$ cat config.mk
export PLATFORM = sky130hd
export DESIGN_NAME = haar_cascade_sequencer_flat
export DESIGN_NICKNAME = d
export VERILOG_FILES = /design/src/rtl/haar_cascade_sequencer_if.sv /design/src/rtl/haar_cascade_sequencer.sv /design/src/flat_wrapper.sv
export SDC_FILE = /design/constraint.sdc
export NUM_CORES = 1
export LEC_CHECK = 0
export CAP_MARGIN = 20
export CORE_UTILIZATION = 55
export CTS_BUF_LIST = sky130_fd_sc_hd__clkbuf_8
export CTS_CLUSTER_SIZE = 12
export DETAILED_ROUTE_END_ITERATION = 10
export PLACE_DENSITY_LB_ADDON = 0.3
export SYNTH_ARGS = -nofsm -noshare
export SYNTH_HDL_FRONTEND = slang
export SYNTH_SLANG_ARGS = --single-unit
$ cat constraint.sdc
create_clock -name clk_fpga -period 10 [get_ports clk_fpga]
set_input_delay 3 -clock clk_fpga [delete_from_list [all_inputs] [get_ports clk_fpga]]
set_output_delay 3 -clock clk_fpga [all_outputs]
set_load 0.005 [all_outputs]
$ cat src/rtl/haar_cascade_sequencer_if.sv
// Purpose: bundles the sequencer's start/ROM/classifier-bank signals between the window control and the stage bank.
// Latency: none (wires only); i_rom_data must be valid in the cycle o_rom_addr is presented.
// Backpressure: none; the sequencer issues one ROM word per cycle and the bank must keep up.
interface haar_cascade_sequencer_if #(
  parameter int NUM_STAGE     = 10,
  parameter int DATA_WIDTH_12 = 12,
  parameter int ADDR_WIDTH    = 16
);
  logic                                 i_start;
  logic [NUM_STAGE*DATA_WIDTH_12-1:0]   i_num_tree;
  logic [DATA_WIDTH_12-1:0]             i_rom_data;
  logic [NUM_STAGE-1:0]                 i_candidate;
  logic [ADDR_WIDTH-1:0]                o_rom_addr;
  logic [DATA_WIDTH_12-1:0]             o_data;
  logic                                 o_data_valid;
  logic [DATA_WIDTH_12-1:0]             o_index_database;
  logic [DATA_WIDTH_12-1:0]             o_index_classifier;
  logic [DATA_WIDTH_12-1:0]             o_index_tree;
  logic [NUM_STAGE-1:0]                 o_end_single_classifier;
  logic [NUM_STAGE-1:0]                 o_end_tree;
  logic [NUM_STAGE-1:0]                 o_end_database;
  logic [NUM_STAGE-1:0]                 o_stage_sel;
  logic                                 o_busy;
  logic                                 o_inspect_done;
  logic                                 o_face;

  modport master (
    input  i_start, i_num_tree, i_rom_data, i_candidate,
    output o_rom_addr, o_data, o_data_valid, o_index_database, o_index_classifier,
           o_index_tree, o_end_single_classifier, o_end_tree, o_end_database,
           o_stage_sel, o_busy, o_inspect_done, o_face
  );

  modport slave (
    output i_start, i_num_tree, i_rom_data, i_candidate,
    input  o_rom_addr, o_data, o_data_valid, o_index_database, o_index_classifier,
           o_index_tree, o_end_single_classifier, o_end_tree, o_end_database,
           o_stage_sel, o_busy, o_inspect_done, o_face
  );
endinterface

$ cat src/rtl/haar_cascade_sequencer.sv
// Purpose: walks the contiguous Haar database stage by stage for one window and collects per-stage pass flags.
// Latency: words appear one cycle after their address; each stage adds RESULT_LATENCY+1 wait cycles; done 2 cycles after start if all stages are empty.
// Backpressure: none; i_start is ignored unless idle. Macro HAAR_SEQ_EARLY_REJECT_EN: first failing stage ends the cascade.
module haar_cascade_sequencer #(
  parameter int NUM_STAGE            = 10,
  parameter int DATA_WIDTH_12        = 12,
  parameter int ADDR_WIDTH           = 16,
  parameter int WORDS_PER_CLASSIFIER = 5,
  parameter int CLASSIFIERS_PER_TREE = 3,
  parameter int RESULT_LATENCY       = 2
) (
  input  logic                       clk_fpga,
  input  logic                       reset_fpga,
  haar_cascade_sequencer_if.master   bus
);
  localparam int DW  = DATA_WIDTH_12;
  localparam int SW  = (NUM_STAGE > 1) ? $clog2(NUM_STAGE) : 1;
  localparam int WCW = $clog2(RESULT_LATENCY + 1);

  typedef enum logic [1:0] {IDLE, FETCH, WAIT, DONE} state_t;

  state_t                state;
  logic [SW-1:0]         stage;
  logic                  stage_ok;   // low only for the empty-database pass through FETCH
  logic [DW-1:0]         cnt_w, cnt_c, cnt_t, ntree;
  logic [WCW-1:0]        wait_cnt;
  logic [ADDR_WIDTH-1:0] addr;
  logic                  face_acc;

  // Lowest stage index >= from whose tree count is non-zero; MSB flags a hit.
  function automatic logic [SW:0] find_stage(input int from, input logic [NUM_STAGE*DW-1:0] nt);
    logic          found;
    logic [SW-1:0] idx;
    found = 1'b0;
    idx   = '0;
    for (int i = 0; i < NUM_STAGE; i++) begin
      if (!found && i >= from && nt[DW*i +: DW] != '0) begin
        found = 1'b1;
        idx   = SW'(i);
      end
    end
    return {found, idx};
  endfunction

  logic [SW:0]          first_hit, next_hit;
  logic [SW-1:0]        first_idx, next_idx;
  logic [NUM_STAGE-1:0] stage_1h;
  logic                 last_w, last_c, last_t;
  logic                 pass_now, reject_now;

  assign first_hit = find_stage(0, bus.i_num_tree);
  assign next_hit  = find_stage(int'(stage) + 1, bus.i_num_tree);
  assign first_idx = first_hit[SW-1:0];
  assign next_idx  = next_hit[SW-1:0];
  assign stage_1h  = NUM_STAGE'(1) << stage;
  assign last_w    = (cnt_w == DW'(WORDS_PER_CLASSIFIER - 1));
  assign last_c    = (cnt_c == DW'(CLASSIFIERS_PER_TREE - 1));
  assign last_t    = (cnt_t == ntree - 1'b1);
  assign pass_now  = face_acc & bus.i_candidate[stage];
`ifdef HAAR_SEQ_EARLY_REJECT_EN
  assign reject_now = ~bus.i_candidate[stage];
`else
  assign reject_now = 1'b0;
`endif

  // The address counter itself drives the ROM; it only moves while fetching.
  assign bus.o_rom_addr = addr;

  // Cascade FSM with word counters and the one-cycle data/strobe pipeline.
  always_ff @(posedge clk_fpga or negedge reset_fpga) begin
    if (!reset_fpga) begin
      state                       <= IDLE;
      stage                       <= '0;
      stage_ok                    <= 1'b0;
      cnt_w                       <= '0;
      cnt_c                       <= '0;
      cnt_t                       <= '0;
      ntree                       <= '0;
      wait_cnt                    <= '0;
      addr                        <= '0;
      face_acc                    <= 1'b0;
      bus.o_data                  <= '0;
      bus.o_data_valid            <= 1'b0;
      bus.o_index_database        <= '0;
      bus.o_index_classifier      <= '0;
      bus.o_index_tree            <= '0;
      bus.o_end_single_classifier <= '0;
      bus.o_end_tree              <= '0;
      bus.o_end_database          <= '0;
      bus.o_stage_sel             <= '0;
      bus.o_busy                  <= 1'b0;
      bus.o_inspect_done          <= 1'b0;
      bus.o_face                  <= 1'b0;
    end else begin
      bus.o_data                  <= '0;
      bus.o_data_valid            <= 1'b0;
      bus.o_index_database        <= '0;
      bus.o_index_classifier      <= '0;
      bus.o_index_tree            <= '0;
      bus.o_end_single_classifier <= '0;
      bus.o_end_tree              <= '0;
      bus.o_end_database          <= '0;
      bus.o_inspect_done          <= 1'b0;
      case (state)
        IDLE: begin
          if (bus.i_start) begin
            state       <= FETCH;
            addr        <= '0;
            cnt_w       <= '0;
            cnt_c       <= '0;
            cnt_t       <= '0;
            face_acc    <= 1'b1;
            bus.o_face  <= 1'b0;
            bus.o_busy  <= 1'b1;
            stage       <= first_idx;
            stage_ok    <= first_hit[SW];
            ntree       <= first_hit[SW] ? bus.i_num_tree[DW*first_idx +: DW] : '0;
            bus.o_stage_sel <= first_hit[SW] ? (NUM_STAGE'(1) << first_idx) : '0;
          end
        end
        FETCH: begin
          if (!stage_ok) begin
            state              <= DONE;
            bus.o_face         <= 1'b1;
            bus.o_inspect_done <= 1'b1;
            bus.o_stage_sel    <= '0;
          end else begin
            bus.o_data                  <= bus.i_rom_data;
            bus.o_data_valid            <= 1'b1;
            bus.o_index_database        <= cnt_w;
            bus.o_index_classifier      <= cnt_c;
            bus.o_index_tree            <= cnt_t;
            bus.o_end_single_classifier <= last_w ? stage_1h : '0;
            bus.o_end_tree              <= (last_w && last_c) ? stage_1h : '0;
            bus.o_end_database          <= (last_w && last_c && last_t) ? stage_1h : '0;
            addr                        <= addr + 1'b1;
            if (last_w) begin
              cnt_w <= '0;
              if (last_c) begin
                cnt_c <= '0;
                if (last_t) begin
                  cnt_t    <= '0;
                  wait_cnt <= '0;
                  state    <= WAIT;
                end else begin
                  cnt_t <= cnt_t + 1'b1;
                end
              end else begin
                cnt_c <= cnt_c + 1'b1;
              end
            end else begin
              cnt_w <= cnt_w + 1'b1;
            end
          end
        end
        WAIT: begin
          if (wait_cnt == WCW'(RESULT_LATENCY)) begin
            face_acc <= pass_now;
            if (reject_now || !next_hit[SW]) begin
              state              <= DONE;
              bus.o_face         <= pass_now;
              bus.o_inspect_done <= 1'b1;
              bus.o_stage_sel    <= '0;
            end else begin
              state           <= FETCH;
              stage           <= next_idx;
              ntree           <= bus.i_num_tree[DW*next_idx +: DW];
              bus.o_stage_sel <= NUM_STAGE'(1) << next_idx;
            end
          end else begin
            wait_cnt <= wait_cnt + 1'b1;
          end
        end
        DONE: begin
          state      <= IDLE;
          bus.o_busy <= 1'b0;
        end
        default: state <= IDLE;
      endcase
    end
  end
endmodule

$ cat src/flat_wrapper.sv
// flat-port wrapper written by rule: the top's interface ports become plain ports
module haar_cascade_sequencer_flat 
#(
  parameter int NUM_STAGE            = 10,
  parameter int DATA_WIDTH_12        = 12,
  parameter int ADDR_WIDTH           = 16,
  parameter int WORDS_PER_CLASSIFIER = 5,
  parameter int CLASSIFIERS_PER_TREE = 3,
  parameter int RESULT_LATENCY       = 2
)
  (clk_fpga, reset_fpga, bus_i_start, bus_i_num_tree, bus_i_rom_data, bus_i_candidate, bus_o_rom_addr, bus_o_data, bus_o_data_valid, bus_o_index_database, bus_o_index_classifier, bus_o_index_tree, bus_o_end_single_classifier, bus_o_end_tree, bus_o_end_database, bus_o_stage_sel, bus_o_busy, bus_o_inspect_done, bus_o_face);
  haar_cascade_sequencer_if #(.NUM_STAGE(NUM_STAGE), .DATA_WIDTH_12(DATA_WIDTH_12), .ADDR_WIDTH(ADDR_WIDTH)) bus_i ();
  input  logic clk_fpga;
  input  logic reset_fpga;
  input wire logic [$bits(bus_i.i_start)-1:0] bus_i_start;
  input wire logic [$bits(bus_i.i_num_tree)-1:0] bus_i_num_tree;
  input wire logic [$bits(bus_i.i_rom_data)-1:0] bus_i_rom_data;
  input wire logic [$bits(bus_i.i_candidate)-1:0] bus_i_candidate;
  output wire logic [$bits(bus_i.o_rom_addr)-1:0] bus_o_rom_addr;
  output wire logic [$bits(bus_i.o_data)-1:0] bus_o_data;
  output wire logic [$bits(bus_i.o_data_valid)-1:0] bus_o_data_valid;
  output wire logic [$bits(bus_i.o_index_database)-1:0] bus_o_index_database;
  output wire logic [$bits(bus_i.o_index_classifier)-1:0] bus_o_index_classifier;
  output wire logic [$bits(bus_i.o_index_tree)-1:0] bus_o_index_tree;
  output wire logic [$bits(bus_i.o_end_single_classifier)-1:0] bus_o_end_single_classifier;
  output wire logic [$bits(bus_i.o_end_tree)-1:0] bus_o_end_tree;
  output wire logic [$bits(bus_i.o_end_database)-1:0] bus_o_end_database;
  output wire logic [$bits(bus_i.o_stage_sel)-1:0] bus_o_stage_sel;
  output wire logic [$bits(bus_i.o_busy)-1:0] bus_o_busy;
  output wire logic [$bits(bus_i.o_inspect_done)-1:0] bus_o_inspect_done;
  output wire logic [$bits(bus_i.o_face)-1:0] bus_o_face;
  assign bus_i.i_start = bus_i_start;
  assign bus_i.i_num_tree = bus_i_num_tree;
  assign bus_i.i_rom_data = bus_i_rom_data;
  assign bus_i.i_candidate = bus_i_candidate;
  assign bus_o_rom_addr = bus_i.o_rom_addr;
  assign bus_o_data = bus_i.o_data;
  assign bus_o_data_valid = bus_i.o_data_valid;
  assign bus_o_index_database = bus_i.o_index_database;
  assign bus_o_index_classifier = bus_i.o_index_classifier;
  assign bus_o_index_tree = bus_i.o_index_tree;
  assign bus_o_end_single_classifier = bus_i.o_end_single_classifier;
  assign bus_o_end_tree = bus_i.o_end_tree;
  assign bus_o_end_database = bus_i.o_end_database;
  assign bus_o_stage_sel = bus_i.o_stage_sel;
  assign bus_o_busy = bus_i.o_busy;
  assign bus_o_inspect_done = bus_i.o_inspect_done;
  assign bus_o_face = bus_i.o_face;
  haar_cascade_sequencer #(.NUM_STAGE(NUM_STAGE), .DATA_WIDTH_12(DATA_WIDTH_12), .ADDR_WIDTH(ADDR_WIDTH), .WORDS_PER_CLASSIFIER(WORDS_PER_CLASSIFIER), .CLASSIFIERS_PER_TREE(CLASSIFIERS_PER_TREE), .RESULT_LATENCY(RESULT_LATENCY)) u_core (.clk_fpga(clk_fpga), .reset_fpga(reset_fpga), .bus(bus_i));
endmodule
== Yosys cells after proc, flatten, opt, wreduce, memory -nomap -nowiden ==
Cells that the tools add are included.

* $add $sub $neg: 7
* Multipliers: 2
* Div/mod/pow operators: 0
* Magnitude comparators: 11
* Eq/ne operators: 20
* Shift operators: 5
* Mux-type cells: 117
* Bitwise logic cells: 1
* Reduce and logical (&&, ||, !) cells: 75

{| class="wikitable"
|+ Operators by type and width
! cell !! count
|-
| $mux 12 || 22
|-
| $shiftx 120x9->12 || 2
|-
| $mux 10 || 14
|-
| $ge 4x32->1 const A || 4
|-
| $reduce_bool 12->1 || 10
|-
| $pmux 12 s2 || 4
|-
| $ge 3x32->1 const A || 2
|-
| $ge 5x32->1 const A || 2
|-
| $mux 4 || 13
|-
| $add 12x1->12 const B || 3
|-
| $mux 1 || 34
|-
| $ge 1x32->1 const A || 1
|-
| $ge 2x32->1 const A || 1
|-
| $mux 16 || 2
|-
| $pmux 16 s2 || 1
|-
| $logic_and 1x1->1 || 30
|-
| $pmux 10 s3 || 1
|-
| $shl 1x4->10 const A || 3
|-
| $mux 2 || 14
|-
| $logic_not 1->1 || 18
|-
| $add 16x1->16 const B || 1
|-
| $reduce_and 5->1 || 3
|-
| $eq 12x12->1 || 1
|-
| $eq 12x2->1 const B || 1
|-
| other kinds (26) || 51
|}

* Register bits after elaboration: 166
* Latch bits: 0
* Memory bits (writable): 0
* Memory bits (read-only): 0
* Input port bits: 145
* Output and inout port bits: 108
* Word-level logic and storage cells: 260
* Memories kept: 0

== Longest topological paths before layout ==
Gate-level depths: netlist (run 1).

* Depth after elaboration: 45
* Mapped depth: 15
* Gate-level depth less buffers: 11

== Worst setup path after synthesis (run 1) ==
OpenSTA, ideal clock, no wires.

* Path kind: input-to-reg
* Start: in bus_i_num_tree[19]
* End: reg u_core.ntree[4]
* Library setup time: 0.121 ns
* Data arrival time: 5.569 ns
* Data required time: 9.879 ns
* Setup slack: 4.310 ns
* Cell stages on the path: 10
* Path buffers: 2
* Path through: nor4_1 a31oi_1 a2111oi_0 o211a_1 a22o_1 buf_6 buf_6 mux4_2 a22o_1 o22a_1

* Cells in the longest elaborated chain, start to end: 40
* Elaborated cells between the ends (all ways): 90
* Classes of those cells: mul: 2; eq/ne: 1; shift: 2; mux: 41; reduce/logical: 44

{| class="wikitable"
|+ Ends and longest elaborated chain
! element !! RTL line !! RTL
|-
| start: declaration || flat_wrapper.sv:16 || <nowiki>input wire logic [$bits(bus_i.i_num_tree)-1:0] bus_i_num_tree;</nowiki>
|-
| $reduce_bool 12->1 * || haar_cascade_sequencer.sv:37 || <nowiki>if (!found && i >= from && nt[DW*i +: DW] != '0) begin</nowiki>
|-
| $logic_and 1x1->1 || haar_cascade_sequencer.sv:37 ||
|-
| $mux 1 || haar_cascade_sequencer.sv:37 ||
|-
| $logic_not 1->1 || haar_cascade_sequencer.sv:37 ||
|-
| $logic_and 1x1->1 (2 in a row) || haar_cascade_sequencer.sv:37 ||
|-
| $mux 1 || haar_cascade_sequencer.sv:37 ||
|-
| $logic_not 1->1 || haar_cascade_sequencer.sv:37 ||
|-
| $logic_and 1x1->1 (2 in a row) || haar_cascade_sequencer.sv:37 ||
|-
| [... 21 more ...] || -- ||
|-
| $logic_not 1->1 || haar_cascade_sequencer.sv:37 ||
|-
| $logic_and 1x1->1 (2 in a row) || haar_cascade_sequencer.sv:37 ||
|-
| $mux 4 || haar_cascade_sequencer.sv:37 ||
|-
| $mul 2x4->6 || haar_cascade_sequencer.sv:167 || <nowiki>ntree <= bus.i_num_tree[DW*next_idx +: DW];</nowiki>
|-
| $shiftx 120x9->12 || haar_cascade_sequencer.sv:167 ||
|-
| $mux 12 || haar_cascade_sequencer.sv:159 || <nowiki>if (reject_now || !next_hit[SW]) begin</nowiki>
|-
| $mux 12 || haar_cascade_sequencer.sv:157 || <nowiki>if (wait_cnt == WCW'(RESULT_LATENCY)) begin</nowiki>
|-
| $pmux 12 s2 || haar_cascade_sequencer.sv:104 || <nowiki>case (state)</nowiki>
|-
| end signal: assignment || haar_cascade_sequencer.sv:117 || <nowiki>ntree <= first_hit[SW] ? bus.i_num_tree[DW*first_idx +: DW] : '0;</nowiki>
|-
| end signal: assignment || haar_cascade_sequencer.sv:167 ||
|-
| end: declaration || haar_cascade_sequencer.sv:25 || <nowiki>logic [DW-1:0] cnt_w, cnt_c, cnt_t, ntree;</nowiki>
|}

Mark *: on every way between the ends. The rest lies on a longest branch, timed or not. The select of a mux whose other input is x is not followed.
A chain may end at the register's enable or synchronous reset.

== Final worst setup path (run 1) ==
* Start: in bus_i_num_tree[16]
* End: reg u_core.ntree[4]

* Cells in the longest elaborated chain, start to end: 40
* Elaborated cells between the ends (all ways): 90
* Classes of those cells: mul: 2; eq/ne: 1; shift: 2; mux: 41; reduce/logical: 44

{| class="wikitable"
|+ Ends and longest elaborated chain
! element !! RTL line
|-
| $reduce_bool 12->1 || haar_cascade_sequencer.sv:37
|-
| $logic_and 1x1->1 || haar_cascade_sequencer.sv:37
|-
| $mux 1 || haar_cascade_sequencer.sv:37
|-
| $logic_not 1->1 || haar_cascade_sequencer.sv:37
|-
| $logic_and 1x1->1 (2 in a row) || haar_cascade_sequencer.sv:37
|-
| $mux 1 || haar_cascade_sequencer.sv:37
|-
| $logic_not 1->1 || haar_cascade_sequencer.sv:37
|-
| $logic_and 1x1->1 (2 in a row) || haar_cascade_sequencer.sv:37
|-
| [... 21 more ...] || --
|-
| $logic_not 1->1 || haar_cascade_sequencer.sv:37
|-
| $logic_and 1x1->1 (2 in a row) || haar_cascade_sequencer.sv:37
|-
| $mux 4 || haar_cascade_sequencer.sv:37
|-
| $mul 2x4->6 || haar_cascade_sequencer.sv:167
|-
| $shiftx 120x9->12 || haar_cascade_sequencer.sv:167
|-
| $mux 12 || haar_cascade_sequencer.sv:159
|-
| $mux 12 || haar_cascade_sequencer.sv:157
|-
| $pmux 12 s2 || haar_cascade_sequencer.sv:104
|}

Parallel ways exist; a longest one is shown, timed or not. The select of a mux whose other input is x is not followed.

==> run_results.csv, run 1 <==
group,metric,value,unit
min_path,min_path_cells,2,
timing,relSlewSlack,23.32,%
cells_and_area,nFillCells,1314,
pwr,p_seq_share,30.0,%
logic_synthesis,ys_warn_count,0,
timing,finalSetupViolations,0,
cts,clk-insertion-delay-late,460,ps
floorplan,die_y,138.2,um
cells_and_area,utilization,72.98,%
logic_synthesis,synth_seq_cells,166,
timing,hold_viol,0,
worst_setup_path,reg2reg_depth,11,
global_routing,grt_max_degree,97,
global_routing,grt_pass1_wl,51650,um
drt,drt_iter0_drc,1143,
place,place_congestion,1.057,
worst_setup_path,crit_fanout,34,
drt,routed_wl,32990,um
timing,fin_crit,7370,ps
place,dp_hpwl,24920,um
timing,post-route-period-util,73.70,%
global_routing,overflow,0,
logic_synthesis,yosysSeqAreaShare,40.74,%
timing,fmax,0.1357,GHz
cells_and_area,largest_reg_flops,16,
floorplan,initial_core_util,56.38,%
cts,htreeDepth,4,
place,port_buffers,252,
cells_and_area,drive_gt1_share,6.468,%
logic_synthesis,synth_edf_count,0,
worst_setup_path,crit_type,"in2reg",
cts,cts_root_buffer,"clkbuf_8",
logic_synthesis,synth_cell_type_count,70,
global_routing,track_usage,34.40,%
logic_synthesis,async_flop_share,100.0,%
min_path,worstHoldStart,"u_core.wait_cnt[1]",
pwr,combinationalPowerShare,52.9,%
cts,numCtsBuffers,17,
worst_setup_path,rr_endpoint,"u_core.ntree[4]",
cells_and_area,n_antenna_cell,0,
cts,clkTransAtPathRegs,100,ps
floorplan,core-area,18090,um2
floorplan,fp.dieW,138.2,um
logic_synthesis,syn_inst,1116,
logic_synthesis,synthFlopType,"dfrtp_1",
drt,vias,10130,
worst_setup_path,worstPathArrival,7720,ps
drt,routedWlPerCell,20.96,um
outcome,status,"finished, violations left",
worst_setup_path,r2r_start,"u_core.stage[0]",
worst_setup_path,cp-end-kind,"flip-flop",
drt,viasPerCell,6.433,
cts,cts_hold_buf,0,
timing,slew_viol_final,0,
pwr,switchingPower,1281,uW
logic_synthesis,syn_avg_cell_area,9.137,um2
min_path,hold_end,"u_core.wait_cnt[1]",
cells_and_area,syn_to_final_growth,29.44,%
pwr,sw_frac_of_total,43.27,%
floorplan,ios,253,
drt,drt-pass1-iter-count,11,
logic_synthesis,syn_area,10200,um2
worst_setup_path,cp.required,10350,ps
floorplan,dieArea,19090,um2
cts,clockBufferDepth,2,
min_path,holdCritPathClass,"reg2reg",
cts,cts_sinks,166,
pwr,clockPowerShare,17.1,%
drt,ant_nets,0,
pwr,internal_power,1679,uW
floorplan,num_rows,49,
pwr,power_density,224.2,nW/um2
timing,rsz0062_at_grt,"false",
cells_and_area,fin_nets,1497,
timing,tightest_slew,1146,ps
cts,post_cts_buffers,0,
logic_synthesis,synth_nets,1281,
pwr,peakVddDrop,0.1666,mV
cts,post_cts_resized,0,
timing,fin_worst_skew,23.01,ps
global_routing,grt_pass1_vias,9545,
global_routing,antenna_found_initial,0,
worst_setup_path,rrSetupSlack,5110,ps
worst_setup_path,startpoint_type,"input port",
timing,final.setup.tns,0,ps
cts,cts_tree,"built",
run,maxCapViolCount,0,
drt,drc,30,
pwr,p_leak,0.005797,uW
outcome,violations,"design-rule violations",
cell families after synthesis:
group | synth area share [%]
XOR/XNOR | 4.209
buffers and inverters | 5.067
flip-flops | 40.74
AND/OR/NAND/NOR | 22.07
multiplexers | 8.577
AO/OA/AOI/OAI | 16.88
adder cells (fa/ha/maj) | 2.454
Yosys cell counts (11+ instances only):
cell type  number  share of area, %
dfrtp_1       166                41
nor2_1        115               4.2
o21ai_0        81               4.0
nand3_1        74               3.6
nand2_1        70               2.6
and3_1         60               3.7
a21oi_1        57               2.8
clkbuf_1       53               2.0
inv_1          50               1.8
mux2i_1        48               4.7
xor2_1         35               3.0
nor4_1         34               2.1
ha_1           20               2.5
mux4_2         17               3.8
nand4_1        14              0.86
nor3_1         14              0.69
xnor2_1        14               1.2
a22oi_1        12              0.88
o31ai_1        11              0.81
power by group through the flow:
stage	Sequential, uW	Combinational, uW	Clock [uW]
after CTS	888	1540	510
after global placement	893	1510	0
after detailed placement	898	1530	0
final	889	1570	505
after floorplan	866	1110	0
after global routing	904	1680	540
metal layers:
layer  track usage (%)  part of all wire [%]  wire (um)
met5                 0                     0          0
met3             7.135                   9.7       3186
met2             55.88                    47      15640
met1             45.65                    40      13140
met4             12.77                   3.1       1026
worst max-delay path: stages:
cell and delay, ps:
clkdlybuf4s50_1 480, nor4_1 600, a31oi_1 320, a2111oi_0 730
o211a_1 290, a22o_2 860, buf_4 460, mux4_2 550
a22o_1 240, o22a_1 160
area by class of cell:
type	instances	area, um2	share of cell area, %
repair buffers	264	2614	19.80
clock inverters	15	186.4	1.412
well taps	229	286.5	2.171
clock buffers	17	234.0	1.773
flip-flops and latches	166	4154	31.47
multi-input cells	833	5537	41.95
inverters	50	187.7	1.422
per-stage QoR:
step	hold slack (ps)	total power (uW)	instance area, um2	cells	worst slack, ps
CTS	495.0	2936	13200	1574	2708
floorplan	449.8	1977	10200	1116	4310
detailed placement	475.2	2423	12780	1542	2224
finish	496.3	2959	13200	1574	2630
global route	540.1	3120	13200	1574	2411
global placement	464.4	2399	12780	1542	2390
layout by cell type (no fill, tap or decap), types with 9 or more instances in the layout:
| cell type | Yosys | final |
|---|---|---|
| clkdlybuf4s50_1 | 0 | 251 |
| dfrtp_1 | 166 | 166 |
| nor2_1 | 115 | 115 |
| o21ai_0 | 81 | 81 |
| nand3_1 | 74 | 74 |
| nand2_1 | 70 | 70 |
| and3_1 | 60 | 60 |
| a21oi_1 | 57 | 57 |
| inv_1 | 50 | 51 |
| mux2i_1 | 48 | 48 |
| xor2_1 | 35 | 35 |
| nor4_1 | 34 | 34 |
| ha_1 | 20 | 20 |
| mux4_2 | 17 | 17 |
| clkbuf_8 | 0 | 17 |
| xnor2_1 | 14 | 14 |
| nand4_1 | 14 | 14 |
| nor3_1 | 14 | 13 |
| a22oi_1 | 12 | 12 |
| buf_4 | 1 | 12 |
| o31ai_1 | 11 | 11 |
| a31oi_1 | 10 | 10 |
| a21o_1 | 9 | 9 |
worst max path at each step:
stage	startpoint	endpoint	depth (start not counted)	slack, ps
floorplan	bus_i_num_tree[19]	u_core.ntree[4]	10	4310
global placement	bus_i_num_tree[57]	u_core.ntree[4]	10	2390
detailed placement	bus_i_num_tree[57]	u_core.ntree[4]	10	2220
CTS	bus_i_num_tree[56]	u_core.ntree[4]	10	2710
global route	bus_i_num_tree[56]	u_core.ntree[4]	10	2410
finish	bus_i_num_tree[16]	u_core.ntree[4]	10	2630
Power figures use the tool's default switching activity.
==> run 2: changes to the inputs <==
--- a/config.mk
+++ b/config.mk
@@ -6,7 +6,7 @@
 export NUM_CORES = 1
 export LEC_CHECK = 0
 export CAP_MARGIN = 20
-export CORE_UTILIZATION = 55
+export CORE_UTILIZATION = 47
 export CTS_BUF_LIST = sky130_fd_sc_hd__clkbuf_8
 export CTS_CLUSTER_SIZE = 12
 export DETAILED_ROUTE_END_ITERATION = 10
==> constraint.sdc (replaced) <==
create_clock -name clk_fpga -period 5.9 [get_ports clk_fpga]
set_input_delay 1.77 -clock clk_fpga [delete_from_list [all_inputs] [get_ports clk_fpga]]
set_output_delay 1.77 -clock clk_fpga [all_outputs]
set_load 0.005 [all_outputs]
==> run_results.csv, run 2 (synthesis gave the netlist of run 1 again) <==
group,metric,value,unit
outcome,status,"finished clean",
cts,clockBufferDepth,2,
drt,viasPerCell,6.211,
floorplan,ios,253,
floorplan,initial_core_util,48.20,%
worst_setup_path,cp.required,6290,ps
timing,tightest_slew,947.3,ps
timing,post-route-period-util,86.92,%
place,dp_hpwl,27110,um
cells_and_area,final_cell_count_no_fill,1652,
pwr,peakVddDrop,0.5926,mV
timing,finalSetupViolations,0,
global_routing,overflow,0,
min_path,min_path_cells,2,
cells_and_area,utilization,64.07,%
run,maxCapViolCount,0,
cells_and_area,final_common_cell,"clkdlybuf4s50_1",
drt,routed_wl,35840,um
pwr,p_leak,0.005979,uW
floorplan,core-area,21150,um2
timing,hold_ws,495.8,ps
cells_and_area,n_antenna_cell,0,
drt,routedWlPerCell,21.69,um
cts,post_cts_buffers,0,
cts,post_cts_resized,0,
min_path,hold_end,"u_core.wait_cnt[0]",
global_routing,grt_pass1_wl,55170,um
min_path,worstHoldStart,"u_core.wait_cnt[0]",
global_routing,track_usage,32.55,%
worst_setup_path,worstPathArrival,5520,ps
drt,wl_met2,16560,um
drt,drt-met1-wl,14910,um
cells_and_area,fin_nets,1529,
cts,numCtsBuffers,17,
place,place_congestion,1.007,
global_routing,grt_max_degree,94,
cts,cts_tree,"built",
floorplan,die_y,149.3,um
cts,cts_root_buffer,"clkbuf_8",
timing,slew_viol_final,0,
worst_setup_path,reg2reg_depth,12,
timing,fmax,0.1950,GHz
floorplan,num_rows,53,
global_routing,antenna_found_initial,0,
floorplan,fp.dieW,149.3,um
drt,drt-pass1-iter-count,6,
drt,highest_layer,"met4",
global_routing,grt_pass1_vias,9862,
worst_setup_path,crit_fanout,9,
cells_and_area,layout_common_cells,"clkdlybuf4s50_1 (251), dfrtp_1 (166), nor2_1 (115)",
timing,final.setup.tns,0,ps
cts,htreeDepth,4,
cts,clkTransAtPathRegs,120,ps
drt,met3_length,3311,um
worst_setup_path,startpoint_type,"input port",
cts,clk-insertion-delay-late,500,ps
worst_setup_path,cp-end-kind,"flip-flop",
cells_and_area,syn_to_final_growth,32.91,%
timing,fin_worst_skew,23.79,ps
place,place_inst,1620,
worst_setup_path,r2r_start,"u_core.stage[0]",
pwr,finalPower,5161,uW
cells_and_area,largest_reg_flops,16,
drt,drt_iter0_drc,905,
drt,vias,10260,
floorplan,dieArea,22290,um2
worst_setup_path,crit_start,"bus_i_num_tree[16]",
cts,cts_hold_buf,0,
timing,relSlewSlack,36.61,%
timing,fin_crit,5128,ps
drt,drc,0,
cts,cts_sinks,166,
worst_setup_path,rr_endpoint,"u_core.ntree[3]",
timing,rsz0062_at_grt,"false",
pwr,power_density,380.8,nW/um2
worst_setup_path,crit_type,"in2reg",
worst_setup_path,rrSetupSlack,2070,ps
min_path,holdCritPathClass,"reg2reg",
place,port_buffers,252,
timing,hold_viol,0,
drt,ant_nets,0,
cells_and_area,drive_gt1_share,8.860,%
run 2: critical path: stages:
cell and delay (ps):
clkdlybuf4s50_1 480, nor4_1 660, nand3_1 260, or4_1 490
buf_4 190, nor4_2 310, nor2_1 270, o21ai_0 450
o211a_1 250, nand2_1 60, a221oi_1 330
run 2: worst max path at each step:
| stage | endpoint | slack [ps] |
|---|---|---|
| 3_5_place_dp | u_core.ntree[10] | 300 |
| 6_report | u_core.ntree[10] | 770 |
| 2_1_floorplan | u_core.ntree[4] | 1440 |
| 5_1_grt | u_core.ntree[0] | 570 |
| 4_1_cts | u_core.ntree[10] | 820 |
| 3_3_place_gp | u_core.ntree[10] | 380 |
run 2: routing by layer:
layer | GRT usage, % | up-vias
li1 | - | 4591
met1 | 44.27 | 4956
met2 | 51.28 | 626
met3 | 6.789 | 87
met4 | 11.48 | 0
met5 | 0 | -
run 2: through the flow:
stage / instance area [um2] / setup slack (ps)
final: 13550 / 771.8
after global routing: 13550 / 568.3
after CTS: 13550 / 822.6
after detailed placement: 13120 / 296.2
after global placement: 13120 / 377.0
after floorplan: 10200 / 1440
run 2: area by class of cell:
cell class                      instances  area, um2
Inverter                               50      187.7
Clock inverter                         15      200.2
Fill cell                            1744       7601
Multi-Input combinational cell        833       5542
Timing Repair Buffer                  296       2892
Clock buffer                           17      234.0
Sequential cell                       166       4154
Tap cell                              275      344.1
run 2: report_power, final:
group	total [uW]	switching, uW	internal [uW]
Clock	882	547	335
Sequential	1520	203	1310
Combinational	2760	1540	1220
